==> src/rtl/sipo_frame_ctrl.sv <==
`default_nettype none
// ============================================================================
//  Module      : sipo_frame_ctrl
//  Description : Framed serial-to-parallel receiver. Detects a start bit,
//                shifts WIDTH data bits LSB-first, checks optional even parity
//                and the stop bit, and presents the word on a valid/ready port.
//  Revision    : 1.0 - initial release
// ============================================================================
module sipo_frame_ctrl #(
    parameter int WIDTH     = 4,
    parameter int PARITY_EN = 0
) (
    input  logic             clk,
    input  logic             rst,
    input  logic             si,
    input  logic             en,
    output logic [WIDTH-1:0] po,
    output logic             valid,
    input  logic             ready,
    output logic             busy,
    output logic             frame_err,
    output logic             parity_err,
    output logic             overrun
);

    localparam int              c_CW   = $clog2(WIDTH + 1);
    localparam logic [c_CW-1:0] c_LAST = c_CW'(WIDTH - 1);
    localparam logic [c_CW-1:0] c_ONE  = c_CW'(1);

    typedef enum logic [1:0] {
        S_IDLE = 2'd0,
        S_DATA = 2'd1,
        S_PAR  = 2'd2,
        S_STOP = 2'd3
    } state_t;

    state_t           r_state;
    logic [c_CW-1:0]  r_cnt;
    logic [WIDTH-1:0] r_sr;
    logic             r_par_acc;
    logic             r_par_bad;
    logic [WIDTH-1:0] r_po;
    logic             r_valid;
    logic             r_busy;
    logic             r_ferr;
    logic             r_perr;
    logic             r_ovr;

    always_ff @(posedge clk) begin
        if (rst) begin
            r_state   <= S_IDLE;
            r_cnt     <= '0;
            r_sr      <= '0;
            r_par_acc <= 1'b0;
            r_par_bad <= 1'b0;
            r_po      <= '0;
            r_valid   <= 1'b0;
            r_busy    <= 1'b0;
            r_ferr    <= 1'b0;
            r_perr    <= 1'b0;
            r_ovr     <= 1'b0;
        end else begin
            r_ferr <= 1'b0;
            r_perr <= 1'b0;

            // Consumer handshake runs every clock; a coincident delivery below overrides it.
            if (r_valid && ready)
                r_valid <= 1'b0;

            if (en) begin
                case (r_state)
                    S_IDLE: begin
                        if (!si) begin
                            r_state   <= S_DATA;
                            r_cnt     <= '0;
                            r_par_acc <= 1'b0;
                            r_par_bad <= 1'b0;
                            r_busy    <= 1'b1;
                        end
                    end
                    S_DATA: begin
                        r_sr      <= {si, r_sr[WIDTH-1:1]};
                        r_par_acc <= r_par_acc ^ si;
                        r_cnt     <= r_cnt + c_ONE;
                        if (r_cnt == c_LAST)
                            r_state <= (PARITY_EN != 0) ? S_PAR : S_STOP;
                    end
                    S_PAR: begin
                        r_par_bad <= r_par_acc ^ si;
                        r_state   <= S_STOP;
                    end
                    S_STOP: begin
                        r_state <= S_IDLE;
                        r_busy  <= 1'b0;
                        if (!si) begin
                            r_ferr <= 1'b1;
                            r_perr <= r_par_bad;
                        end else if (r_par_bad) begin
                            r_perr <= 1'b1;
                        end else if (!r_valid || ready) begin
                            r_po    <= r_sr;
                            r_valid <= 1'b1;
                        end else begin
                            r_ovr <= 1'b1;
                        end
                    end
                    default: r_state <= S_IDLE;
                endcase
            end
        end
    end

    assign po         = r_po;
    assign valid      = r_valid;
    assign busy       = r_busy;
    assign frame_err  = r_ferr;
    assign parity_err = r_perr;
    assign overrun    = r_ovr;

endmodule
`default_nettype wire

==> config.mk <==
export PLATFORM = sky130hd
export DESIGN_NAME = sipo_frame_ctrl
export DESIGN_NICKNAME = d
export VERILOG_FILES = /design/src/rtl/sipo_frame_ctrl.sv
export SDC_FILE = /design/constraint.sdc
export NUM_CORES = 1
export LEC_CHECK = 0
export CAP_MARGIN = 40
export CORE_MARGIN = 2
export CORE_UTILIZATION = 56
export CTS_BUF_LIST = sky130_fd_sc_hd__clkbuf_16
export CTS_CLUSTER_DIAMETER = 100
export CTS_CLUSTER_SIZE = 28
export DETAILED_ROUTE_END_ITERATION = 8
export GPL_ROUTABILITY_DRIVEN = 0
export PLACE_DENSITY_LB_ADDON = 0.05
export SLEW_MARGIN = 10
export SYNTH_ARGS = -nofsm -noshare
export SYNTH_HDL_FRONTEND = slang
export SYNTH_SLANG_ARGS = --single-unit
==> constraint.sdc <==
create_clock -name clk -period 2.1 [get_ports clk]
set_input_delay 0.42 -clock clk [delete_from_list [all_inputs] [get_ports clk]]
set_output_delay 0.42 -clock clk [all_outputs]
set_load 0.005 [all_outputs]
# Word-level counts from Yosys, hierarchy flattened
# Index checks and enable logic that the tools add are counted.
word_totals:
  register_bits: 20
  inputBits: 5
  output_inout_bits: 9
op_classes:
  n_addsub: 1
  n_eq_ne: 6
  muxes: 19
  bitwise_logic: 5
  n_reduce_logical: 15
ops:
  columns: ["cell", "count"]
  rows:
  - ["AND reduction 3 bit", 4]
  - ["two-way mux 1 bit", 11]
  - ["AND reduction 5 bit", 2]
  - ["case mux 2 bit (4 select lines)", 1]
  - ["case mux 1 bit (2 select lines)", 3]
  - ["case mux 3 bit (2 select lines)", 1]
  - ["nonzero test 2 bit", 3]
  - ["equality test 2 bit (second input constant)", 2]
  - ["two-way mux 2 bit", 2]
  - ["!= test 2 bit (second input constant)", 2]
  - ["inverter 1 bit", 4]
  - ["adder 3 x 1 -> 3 bit (second input constant)", 1]
  - ["equality test 3 x 2 -> 1 bit (second input constant)", 1]
  - ["two-way mux 3 bit", 1]
  - ["OR reduction 3 bit", 1]
  - ["equality test 2 x 1 -> 1 bit (second input constant)", 1]
  - ["logical NOT 2 bit", 1]
  - ["AND reduction 2 bit", 1]
  - ["logical AND 1 bit", 1]
  - ["logical NOT 1 bit", 1]
  - ["logical OR 1 bit", 1]
  - ["XOR 1 bit", 1]

# Logic depth before layout (Yosys ltp)
depth:
  word_depth: 7
  ltp_mapped: 6
  depth_no_buf: 5

# Worst setup path after synthesis
# Ideal clock, no wire load.
synth_timing:
  kind: "register to register"
  start: "reg r_state[0]"
  end: "reg r_state[1]"
  setup_ns: 0.072
  t_arrival_ns: 1.334
  t_required_ns: 2.028
  path_slack_ns: 0.694
  stages_incl_launch_ff: 7
  path_buffers: 1
  period_less_slack_ns: 1.406
  cell_sequence: "dfxtp_1 inv_1 ha_1 buf_2 a21boi_4 and2_4 mux2i_1"
synth_between:
  elab_chain_cells: 3
synth_lines:
  columns: ["element", "line_no", "source"]
  rows:
  - ["start, declared", "37", "state_t r_state;"]
  - ["start signal, assigned", "86", "r_state <= (PARITY_EN != 0) ? S_PAR : S_STOP;"]
  - ["equality test 2 x 1 -> 1 bit or logical NOT 2 bit (tied branches)", "71", "case (r_state)"]
  - ["!= test 2 bit (no line)", null, null]
  - ["AND reduction 3 bit (no line)", null, null]
# Parallel ways exist; a longest one is shown, timed or not.
# A chain may end at the register's enable or synchronous reset.

# Worst setup path after layout
# Ends and elaborated chain as after synthesis.

==> metrics.txt <==
status=completed; switching share of power=22.0%; dpl hpwl=1.29 mm; die footprint=0.00209 mm²; predominant post-synthesis flop cell=dfxtp_1; count of flip-flops with a built-in enable after synthesis=0; Sw Pwr=192 µW; largest net degree at the start of global routing=13; Post-Syn Instances=105; Reg clk slew, reported paths=50 ps; dpl ws=312 ps; CTS buffer count=3; Avg WL per Cell=13.5 µm; core area=0.00167 mm²; Overflow after GRT=0; Pre-antenna DRT Iters=4; Synth Area per Inst=9.27 µm²; crit path time final=1580 ps; CP Capture Type=register; compound-cell area share of the yosys netlist=20.1%; die height=45.7 µm; Hold Crit Class=register to register; Critical Path Max Stage Delay=410 ps; commonest cells after routing, fill and taps aside=dfxtp_1 (20), a21oi_1 (16), clkdlybuf4s50_1 (13); Worst Path Required=2280 ps; Worst Slack Setup Final=522 ps; Post-Route WL=1.82 mm; Crit Path Class=register to register; Mapped Nets=117; total track usage=20.7%; first-pass GRT wire length=2.99 mm; die width=45.7 µm; Seq/Total Area, Yosys=41.1%; Hold Vio Cnt, Final=0; worst-path cell chain=inv_1, ha_1, a21boi_4, and2_4, mux2i_1; VDD IR-drop max=490 µV; CTS root buffer=clkbuf_16; crit path launch type=register; adder-cell share of the synthesized area=9.00%; Cell Area, Synth=973 µm²; Simple-Gate Fraction of Synth Area=23.4%; Async SR Flop Fraction=0%; CP Max Fanout=10; initial drt markers=15; skew final=3.62 ps; cell internal pwr=679 µW; Max-cap violations=0; setup bufs post-CTS=0; area delta synth->final=21.3%; total power=871 µW; area share of the largest cell type after synthesis=41.1%; antenna violations before repair=0; Logic pwr share=11.0%; Leak Pwr=0.000431 µW; vias in the first global route=708; share of cells above drive strength 1=11.0%; post-route cell area=0.00118 mm²; Max Slew Vio Count=0; Final Setup Violations=0; FMAX=634 MHz; PwrDens=738 mW/mm²; mux share of post-synthesis cell area=1.03%; Clock Sinks=20; Area contributors post-synth=dfxtp_1 (41%), ha_1 (9.0%), a21oi_1 (8.2%); I/O Buffers=13; flops & latches, synth=20; RSZ-0062 raised after global routing=false; synth unique cells=31; sequential power share=45.3%; Synth Warn #=0; CTS Hold Bufs=0; Via density=5.81; CTS HTree Levels=1; Max Root-Sink Buffers=2; n_diodes=0; DP Area=0.00111 mm²; worst-margin pin slew=396 ps; power share of the clock group=43.7%; CP max stage cell=dfxtp_1; largest family of logic cells by synthesized area=simple AND/OR/NAND/NOR gates; cell taking the most area after synthesis=dfxtp_1; WP data arrival=1760 ps; CTS resizes=0; Skew-Pair Late Insertion Delay=250 ps; leading cell type in the layout, fill and taps excluded=dfxtp_1; Detail Route Antenna Nets=0; relative slew slack=73.5%; number of placed I/O pins=14; CTS tree=done; Final Util=70.7%; setup total negative slack=0 ps; final net count=132; XOR/XNOR Fraction of Synth Area=0%; drc violations=0; Starting Density=58.3%; Tcrit/Tclk final=75.1%; Vias=785; FP Rows=15
==> cells in the mapped netlist, types with 2 or more instances <==
library cell,instances
dfxtp_1,20
a21oi_1,16
nand3_1,9
o21ai_1,8
ha_1,7
nand2_1,7
nand2b_1,4
buf_2,3
inv_1,3
nand3b_1,3
a211oi_2,2
buf_4,2
nor2_1,2
nor3_1,2
==> power by group through the flow <==
stage          Sequential (µW)  Combinational (µW)  Clock (µW)
4_1_cts                    395                95.5         390
3_3_place_gp               402                93.4           0
5_1_grt                    395                 106         410
3_5_place_dp               403                95.3           0
2_1_floorplan              401                71.4           0
6_report                   395                95.6         381
==> through the flow <==
stage               hold WS [ps]  instances
floorplan                    437        105
global placement             464        132
detailed placement           458        132
CTS                          468        135
global route                 486        135
finish                       473        135
==> cell type report <==
class | count | area (µm²)
flip-flops and latches | 20 | 400
fillers | 122 | 489
inverters | 3 | 11.3
multi-input cells | 76 | 520
clock buffers | 3 | 75.1
well taps | 17 | 21.3
repair buffers | 16 | 153
==> state kept, by name, indices dropped and copies added (netlist names) <==
name and cells:
po 4, r_sr 4, r_cnt 3, r_state 2
busy 1, frame_err 1, overrun 1, parity_err 1
r_par_acc 1, r_par_bad 1, valid 1
==> layer usage <==
layer  part of all wire, %  wire length (µm)  track usage, %
met2                    44               801            30.4
met3                   3.5                63            4.76
met4                   3.1                56            13.7
met5                     0                 0               0
met1                    49               895            26.8
==> worst max-delay path, delay by kind of cell (launching register included) <==
kind / cells / cell delay (ps)
simple gates: 1 / 210
flops: 1 / 410
buf+inv: 1 / 80
fa+ha+maj: 1 / 340
compound gates: 1 / 300
mux: 1 / 160
==> cell families after synthesis <==
logic type | Yosys count
mux | 1
buf+inv | 9
simple gates | 37
fa+ha+maj | 7
flops | 20
compound gates | 31
==> worst paths after layout <==
check,from,to,slack [ps],depth (start not counted)
max,r_state[0],r_state[1],520,5
min,overrun,overrun,470,2
max reg2reg,r_state[0],r_state[1],520,5
min reg2reg,overrun,overrun,470,2
No activity file was read; power rests on OpenSTA's default activity.
